===== src/rtl/bus_slave_sel_pkg.sv =====
// bus_slave_sel_pkg -- shared definitions for the bus slave selector.
//   Holds the FSM state encoding, the active-low ENABLE_/DISABLE_ levels and
//   the default slave count / index width used by bus_slave_sel.
package bus_slave_sel_pkg;

   localparam int SLAVE_NUM_DEF = 8;
   localparam int INDEX_W_DEF   = 3;

   // Active-low signal levels used on mReq_, mRdy_, sCS_ and sRdy_.
   localparam logic ENABLE_  = 1'b0;
   localparam logic DISABLE_ = 1'b1;

   typedef enum logic [1:0] {
      ST_IDLE = 2'd0,
      ST_SEL  = 2'd1,
      ST_DONE = 2'd2
   } bus_state_e;

endpackage


===== src/rtl/bus_sel_timer.sv =====
// bus_sel_timer -- SEL-state timeout counter for bus_slave_sel.
//   clk      : system clock, rising edge
//   reset    : synchronous active-high reset
//   run_i    : high while the selector is in SEL; low clears the count
//   expire_o : high in the SEL cycle that is the TIMEOUT_CYC-th one
module bus_sel_timer #(
   parameter int TIMEOUT_CYC = 255
) (
   input  logic clk,
   input  logic reset,
   input  logic run_i,
   output logic expire_o
);

   logic [15:0] cnt_q, cnt_d;

   // Count is 0 in the first SEL cycle, so cycle k sees k-1.
   always_comb begin
      cnt_d = '0;
      if (run_i) cnt_d = cnt_q + 16'd1;
   end

   always_ff @(posedge clk) begin
      if (reset) cnt_q <= '0;
      else       cnt_q <= cnt_d;
   end

   assign expire_o = run_i && (cnt_q == 16'(TIMEOUT_CYC - 1));

endmodule


===== src/rtl/bus_slave_sel.sv =====
// bus_slave_sel -- decodes a master word address into one of SLAVE_NUM
// active-low chip selects and returns a one-cycle completion pulse.
//   clk    : system clock, rising edge      reset : synchronous, active high
//   mReq_  : master request (active low)    mAddr : master word address
//   mRdy_  : transfer-complete pulse (low)  mErr  : error, valid with mRdy_
//   sCS_   : per-slave chip selects (low)   sRdy_ : per-slave ready (low)
//   busy   : high whenever not IDLE
// Optional feature: define BUS_TIMEOUT_EN to abandon a SEL after TIMEOUT_CYC
// cycles with an error completion.
module bus_slave_sel
   import bus_slave_sel_pkg::*;
#(
   parameter int SLAVE_NUM   = SLAVE_NUM_DEF,
   parameter int ADDR_W      = 30,
   parameter int INDEX_W     = INDEX_W_DEF,
   parameter int TIMEOUT_CYC = 255
) (
   input  logic                 clk,
   input  logic                 reset,
   input  logic                 mReq_,
   input  logic [ADDR_W-1:0]    mAddr,
   output logic                 mRdy_,
   output logic                 mErr,
   output logic [SLAVE_NUM-1:0] sCS_,
   input  logic [SLAVE_NUM-1:0] sRdy_,
   output logic                 busy
);

   if (SLAVE_NUM < 2 || SLAVE_NUM > 16 || (1 << INDEX_W) < SLAVE_NUM ||
       TIMEOUT_CYC < 1 || TIMEOUT_CYC > 65535) begin : g_bad_cfg
      $error("bus_slave_sel: illegal parameter combination");
   end

   bus_state_e           state_q, state_d;
   logic [SLAVE_NUM-1:0] cs_q, cs_d;
   logic                 rdy_q, rdy_d;
   logic                 err_q, err_d;
   logic                 busy_q, busy_d;
   logic [INDEX_W-1:0]   req_idx;
   logic                 sel_rdy;
   logic                 tmo;
   logic                 unused_addr;

   assign req_idx     = mAddr[ADDR_W-1 -: INDEX_W];
   assign unused_addr = ^mAddr[ADDR_W-INDEX_W-1:0];

   // The registered select mask doubles as the latched index: only the
   // ready of the slave currently driven low can complete the transfer.
   assign sel_rdy = |(~sRdy_ & ~cs_q);

`ifdef BUS_TIMEOUT_EN
   bus_sel_timer #(
      .TIMEOUT_CYC (TIMEOUT_CYC)
   ) u_timer (
      .clk      (clk),
      .reset    (reset),
      .run_i    (state_q == ST_SEL),
      .expire_o (tmo)
   );
`else
   assign tmo = 1'b0;
`endif

   // Next-state and next-output logic; every output is the registered
   // image of the state being entered.
   always_comb begin
      state_d = state_q;
      cs_d    = {SLAVE_NUM{DISABLE_}};
      rdy_d   = DISABLE_;
      err_d   = 1'b0;
      case (state_q)
         ST_IDLE: begin
            if (mReq_ == ENABLE_) begin
               if (int'(req_idx) < SLAVE_NUM) begin
                  state_d = ST_SEL;
                  for (int i = 0; i < SLAVE_NUM; i++)
                     if (req_idx == INDEX_W'(i)) cs_d[i] = ENABLE_;
               end else begin
                  state_d = ST_DONE;
                  rdy_d   = ENABLE_;
                  err_d   = 1'b1;
               end
            end
         end
         ST_SEL: begin
            // Priority: abort, then ready, then timeout.
            if (mReq_ == DISABLE_) begin
               state_d = ST_IDLE;
            end else if (sel_rdy) begin
               state_d = ST_DONE;
               rdy_d   = ENABLE_;
            end else if (tmo) begin
               state_d = ST_DONE;
               rdy_d   = ENABLE_;
               err_d   = 1'b1;
            end else begin
               cs_d = cs_q;
            end
         end
         ST_DONE: state_d = ST_IDLE;
         default: state_d = ST_IDLE;
      endcase
      busy_d = (state_d != ST_IDLE);
   end

   always_ff @(posedge clk) begin
      if (reset) begin
         state_q <= ST_IDLE;
         cs_q    <= {SLAVE_NUM{DISABLE_}};
         rdy_q   <= DISABLE_;
         err_q   <= 1'b0;
         busy_q  <= 1'b0;
      end else begin
         state_q <= state_d;
         cs_q    <= cs_d;
         rdy_q   <= rdy_d;
         err_q   <= err_d;
         busy_q  <= busy_d;
      end
   end

   assign sCS_  = cs_q;
   assign mRdy_ = rdy_q;
   assign mErr  = err_q;
   assign busy  = busy_q;

endmodule


===== config.mk =====
export PLATFORM = sky130hd
export DESIGN_NAME = bus_slave_sel
export DESIGN_NICKNAME = d
export VERILOG_FILES = /design/src/rtl/bus_slave_sel_pkg.sv /design/src/rtl/bus_sel_timer.sv /design/src/rtl/bus_slave_sel.sv
export SDC_FILE = /design/constraint.sdc
export NUM_CORES = 1
export LEC_CHECK = 0
export CORE_ASPECT_RATIO = 0.75
export CORE_MARGIN = 10
export CORE_UTILIZATION = 27
export DETAILED_ROUTE_END_ITERATION = 16
export HOLD_SLACK_MARGIN = 0.1
export PLACE_DENSITY = 0.78
export SLEW_MARGIN = 20
export SYNTH_ARGS = -nofsm -noshare
export SYNTH_HDL_FRONTEND = slang
export SYNTH_SLANG_ARGS = --single-unit

===== constraint.sdc =====
create_clock -name clk -period 1.54 [get_ports clk]
set_input_delay 0.308 -clock clk [delete_from_list [all_inputs] [get_ports clk]]
set_output_delay 0.308 -clock clk [all_outputs]
set_load 0.05 [all_outputs]

Word level (Yosys, flattened, before mapping):

Cells that the tools add are included.
W data, S select, Z words.

* output and inout bits: 11
* bits of input ports: 41
* word-level logic and storage cells: 39
* register bits: 12

* muxes and demuxes: 17
* equal/unequal tests: 9
* reductions and logical operators: 5
* bitwise operators: 4

Operators with widths (count)
* $mux W8: 3
* $not A8 Y8: 2
* $pmux W8 S2: 1
* $eq A3 B3 Y1 const B: 4
* $mux W1: 9
* $and A8 B8 Y8: 1
* $reduce_or A8 Y1: 1
* $eq A3 B2 Y1 const B: 2
* $mux W2: 3
* $pmux W2 S2: 1
* $eq A3 B1 Y1 const B: 1
* $logic_not A3 Y1: 1
* $ne A3 B3 Y1 const B: 1
* $reduce_or A3 Y1: 1
* $eq A2 B1 Y1 const B: 1
* $logic_not A2 Y1: 1
* $reduce_bool A2 Y1: 1
* $not A1 Y1: 1

Longest topological paths before layout:

* depth in word-level cells: 7
* gate-level depth with buffers: 4
* depth with buffers taken out: 3

Worst setup path before layout:

No wires, ideal clock.

* path kind: flip-flop to flip-flop
* from: reg cs_q[2] (netlist: sCS_[2])
* to: reg cs_q[4] (netlist: sCS_[4])
* setup time: 0.126 ns
* buffers on the path: 1
* period minus slack after synthesis: 1.499 ns
* arrival time: 1.373 ns
* required time: 1.414 ns
* slack: 0.041 ns
* cell stages (with the launch flop): 5
* path through: dfxtp_1 o22ai_1 nor4_1 buf_2 a21oi_1

* word-level cells in the longest chain between the ends: 4

RTL lines
* start, declared: RTL line bus_slave_sel.sv:35 `logic [SLAVE_NUM-1:0] cs_q, cs_d;`
* start signal, assigned: RTL line bus_slave_sel.sv:109 `cs_q <= {SLAVE_NUM{DISABLE_}};`
* start signal, assigned: RTL line bus_slave_sel.sv:115 `cs_q <= cs_d;`
* $not A8 Y8: RTL line bus_slave_sel.sv:49 `assign sel_rdy = |(~sRdy_ & ~cs_q);`
* $and A8 B8 Y8: RTL line bus_slave_sel.sv:49
* $reduce_or A8 Y1: RTL line bus_slave_sel.sv:49
* $ne A3 B3 Y1 (no line)

No other way between the ends.
A chain may end at the register's enable or synchronous reset.

Worst setup path in the final report:

* from: in mReq_
* to: reg cs_q[6] (netlist: sCS_[6])

* word-level cells in the longest chain between the ends: 2
* elaborated cells on any way between the ends: 4
* those cells by class: 1 x eq/ne; 3 x mux

RTL lines
* start, declared: RTL line bus_slave_sel.sv:20 `input logic mReq_,`
* $mux W8 (on tied branches): RTL line bus_slave_sel.sv:87, bus_slave_sel.sv:73
* $pmux W8 S2: RTL line bus_slave_sel.sv:71 `case (state_q)`

Parallel ways exist; a longest one is shown, timed or not.

==> impl_metrics.json <==
{
  "ys_types": 17,
  "vias_per_cell": 5.02,
  "drt_iter0_drc": 3,
  "final_util_pct": 49.3,
  "synth_top_family_by_area": "simple AND/OR/NAND/NOR gates",
  "grt_use_total_pct": 8.30,
  "numClockSinks": 12,
  "start_util_pct": 28.2,
  "globalplace.congestion": 0.825,
  "peakVddDrop_v": 0.000307,
  "multi_input_area_sq_um": 216,
  "synthMuxAreaShare_pct": 0,
  "ios": 52,
  "finClkSkew_ps": 5.00,
  "portBuffers": 23,
  "core_area_sq_um": 1710,
  "hold_buffers": 0,
  "yosysWarnings": 0,
  "pre_cts_ws_ps": -234,
  "ant_nets": 0,
  "rows": 13,
  "syn_inst": 55,
  "fin_cells": 103,
  "clock_latency_ps": 270,
  "powerDensity_nw_per_um2": 746,
  "crit_cells": 4,
  "p_leak_uw": 0.000317,
  "dpl.cell_count": 100,
  "die_area_sq_um": 3890,
  "cts_tree": "done",
  "cts-root-buf": "clkbuf_4",
  "path_cells": "clkdlybuf4s50_1 -> or4b_1 -> nor4_1 -> a21oi_1",
  "hold_viol": 0,
  "cts_made_buffers": 3,
  "hold_path.class": "reg2reg",
  "start_kind": "input port",
  "synth_compound_area_share_pct": 15.1,
  "fin_ws_ps": 18.2,
  "htreeDepth": 1,
  "place_hpwl_mm": 1.23,
  "ys_ff_latch": 12,
  "slowest_stage": "or4b_1",
  "syn-mean-instance-area_sq_um": 8.76,
  "holdWs_ps": 528,
  "max_freq_mhz": 657,
  "wl_per_cell_um": 15.2,
  "seqCellArea_sq_um": 240,
  "mostFrequentLayoutCells": "13 x clkdlybuf4s50_1, 12 x dfxtp_1, 9 x nor2_1",
  "path_class": "in2reg",
  "dr_total_vias": 517,
  "nFillCells": 154,
  "dr.pass1.iters": 2,
  "syn_nets": 96,
  "chipWidth_um": 68.8,
  "arrival_ps": 1680,
  "setup_viol": 0,
  "worst_path_largest_cell_delay_ps": 580,
  "drv_slew": 0,
  "netlist_area_sq_um": 482,
  "antenna_cells": 0,
  "fin_crit_ps": 1520,
  "crit_family": "simple AND/OR/NAND/NOR gates",
  "antenna_found_initial": 0,
  "routed_wl_mm": 1.56,
  "worst-path-buf-inv": 1,
  "fin_crit_sh_pct": 98.8,
  "die_y_um": 56.6,
  "cts_buffer_depth": 2,
  "overflow": 0,
  "path_clk_slew_ps": 70,
  "mostFrequentLayoutCell": "clkdlybuf4s50_1",
  "grt_pass1_vias": 538,
  "drv_cap": 0,
  "synth-simple-area-share_pct": 27.8,
  "r2r_cells": 3,
  "timing.critical_path.to_type": "flip-flop",
  "drc_errors": 0,
  "seq_area_frac_synth_pct": 49.9,
  "synthXorXnorAreaFrac_pct": 0,
  "synth-adder-area-share_pct": 0,
  "worst_hold_path.num_cells": 1,
  "crit_fanout": 4,
  "status": "complete, no violations",
  "total_power_uw": 629,
  "grt_pass1_wl_mm": 2.45,
  "critPathRequiredTime_ps": 1700,
  "layout.nets": 124,
  "area_growth_pct": 74.8,
  "rsz0062_at_grt": "true",
  "drive_above_1_share_pct": 22.2,
  "grt_max_degree": 12
}
-- where the power goes --
part	total, uW	switching (uW)	leakage [uW]	internal [uW]
Sequential	324	6.74	0.0000979	317
Clock	192	101	0.0000138	90.6
Combinational	113	55.2	0.000206	58.1
Total	629	163	0.000317	465
-- worst reg2reg max path, stage by stage (launching register included) --
cell     delay, ps
dfxtp_1        340
or4b_1         610
nor4_1         250
a21oi_1         70
-- final timing paths --
path | start | to | slack (ps)
hold / removal | state_q[1]$_SDFF_PP0_ | busy$_SDFF_PP0_ | 530
setup reg to reg | state_q[1]$_SDFF_PP0_ | sCS_[6]$_SDFFE_PP1P_ | 140
hold reg to reg | state_q[1]$_SDFF_PP0_ | busy$_SDFF_PP0_ | 530
setup / recovery | mReq_ | sCS_[6]$_SDFFE_PP1P_ | 20
-- registers in the layout, summed over array words and instances (netlist names) --
name	flops
busy	1
mRdy_	1
sCS_	8
state_q	2
-- final cells by class --
class                   count  area share (%)
clock buffers               3            2.67
multi-input cells          38            25.7
repair buffers             26            38.9
inverters                   2           0.892
flip-flops and latches     12            28.5
well taps                  22            3.27
-- Yosys cell counts --
library cell,n,area [sq um]
o22ai_1,4,25.0
buf_4,1,7.51
nor2_1,9,33.8
o21a_1,1,7.51
or2_1,1,6.26
a21oi_1,8,40.0
or4_1,1,7.51
conb_1,1,3.75
buf_6,1,11.3
inv_1,2,7.51
or4b_4,1,13.8
nand2b_1,1,6.26
dfxtp_1,12,240
or4b_1,1,10.0
nor4_1,5,31.3
buf_2,1,5.00
nor3_1,5,25.0
-- cell families (layout without fill, tap and decap cells) --
| group | after synthesis | count (layout) |
|---|---|---|
| and+or+nand+nor | 24 | 24 |
| DFF | 12 | 12 |
| AOI/OAI and AO/OA | 13 | 13 |
| buffers and inverters | 5 | 31 |
| other | 1 | 1 |
-- metal layers --
layer  track usage, %  vias to the layer above  share of wire [%]
met3             4.95                        7                 12
met1             8.08                      235                 37
met2             12.7                       26                 47
met4             5.62                        0                3.5
li1                 -                      249                  -
met5                0                        -                  0
-- per-stage QoR --
| step | TNS [ps] | area [sq um] |
|---|---|---|
| after CTS | 0 | 836 |
| after global routing | -74.3 | 842 |
| after floorplan | 0 | 482 |
| after global placement | -1210 | 813 |
| after detailed placement | -1730 | 813 |
| final | 0 | 842 |
-- what timing repair did --
item	4_1_cts	5_1_grt
setup buffers	0	0
hold endpoints to repair	0	0
gates resized for setup	0	1
endpoints found under the setup margin	0	3
No activity file was read; power rests on OpenSTA's default activity.
==> patch, RTL diff (same flow settings) <==
Build with the macro `BUS_TIMEOUT_EN` defined.
--- a/src/rtl/bus_slave_sel.sv
+++ b/src/rtl/bus_slave_sel.sv
@@ -7,6 +7,8 @@
 //   busy   : high whenever not IDLE
 // Optional feature: define BUS_TIMEOUT_EN to abandon a SEL after TIMEOUT_CYC
 // cycles with an error completion.
+`define BUS_TIMEOUT_EN
+
 module bus_slave_sel
    import bus_slave_sel_pkg::*;
 #(
Check against the original RTL: no difference found for any inputs over 10 cycles, from zero or initial values and one cycle with reset high; that may be too few to reach the edited logic, so the function may still have changed.
==> patch against the unedited design <==
The run now ends with negative setup slack left. Total power grew to 2.5 times the old value. Setup slack worse by 0.037 ns. Sequential cell count increased by 17. Combinational power is 20% higher. Routed wire length is 100% higher. Area after synthesis rose to 2.6 times the old value. Count of clock-buffer cells in the layout up 4. Cell area grew 130%. Worst hold slack got worse by 0.027 ns. Critical path type is now reg -> reg. Largest cell class is now multi-input combinational cells. Largest power group unchanged. Highest routed layer unchanged.
==> patch: results (changes against the unedited design) <==
[drt]
routedWlPerCell_um = 13.6  ; -10%
dr_total_vias = 1100  ; +110%
wl_met2_mm = 1.47  ; +98%

[worst_hold_path]
hold_start = sCS_[5]

[global_route]
met3_usage_pct = 2.71  ; -2.2 points
grtUsageMet1_pct = 9.74  ; +1.7 points
groute.usage.overall_pct = 7.88  ; -0.42 points
grtUsageMet2_pct = 11.7  ; -1.0 points

[pwr]
comb_power_share_pct = 8.7  ; -9.3 points
comb_power_mw = 0.136  ; +20%
switching_share_pct = 22.0  ; -3.9 points

[clock_tree]
cts_resized = 2  ; +2
cts_max_level = 2  ; +1
clock-sinks = 29  ; +17
clock-root-buffer = clkbuf_8

[layout]
n_all_buffers = 40  ; +54%
clockNetworkAreaShare_pct = 5.20  ; +2.5 points
multi_input_area_share_pct = 35.9  ; +10 points
drive_gt1_share_pct = 36.8  ; +15 points
clock_buffers = 7  ; +4
multi_input_cells = 91  ; +140%
fill_cells = 392  ; +150%
nNetsFinal = 216  ; +74%
fin_cells = 231  ; +120%

[status]
violations = negative setup slack
outcome = complete, but fails checks

[worst_setup_path]
arrival_ns = 1.73  ; +0.05 ns
cp_max_fo = 5  ; +1
critPathCapture = mRdy_
crit-reg2reg-launch = u_timer.cnt_q[0]

[sta]
clock_skew_ns = 0.00539  ; +0.000384 ns
hold_slack_ns = 0.501  ; -0.0271 ns
finalSetupViolCount = 3  ; +3
worst_slack_ns = -0.0187  ; -0.0369 ns

[place]
gp_congestion = 0.818  ; -0.84%
portBuffers = 24  ; +4.3%

[logic_synthesis]
ys_top_cells_by_count = dfxtp_1, nor2_1, xnor2_1
seq_area_frac_synth_pct = 47.1  ; -2.8 points
avgSynthCellArea_sq_um = 9.56  ; +9.2%
syn-num-nets = 172  ; +79%

[patch: cell types whose count changed after synthesis, sizes merged, moves of 3 or more]
cell,delta
nand4,+7
xnor2,+8
dfxtp,+17
xor2,+5
a2bb2oi,+4
a21oi,-6
nand3,+6
nor2,+10
inv,+4
or3,+3
nand2,+3
[patch: cell families after synthesis]
group / share of synthesized area [%]
xor+xnor: 9.23
fa+ha+maj: 2.03
compound gates: 10.9
flops: 47.1
simple gates: 28.0
buf+inv: 2.84
[patch: stage by stage]
stage          instance area (sq um)  worst slack [ns]
3_5_place_dp                    1750            -0.314
6_report                        1950           -0.0187
3_3_place_gp                    1750            -0.298
2_1_floorplan                   1260            0.0219
5_1_grt                         1950            -0.105
4_1_cts                         1870           -0.0131
[patch: critical path: stages, from the launching register on]
cell and delay, ns:
dfxtp_2 0.32, inv_1 0.05, ha_1 0.14, nor4b_4 0.19, nand4_2 0.18, or3_4 0.40
a21o_1 0.17
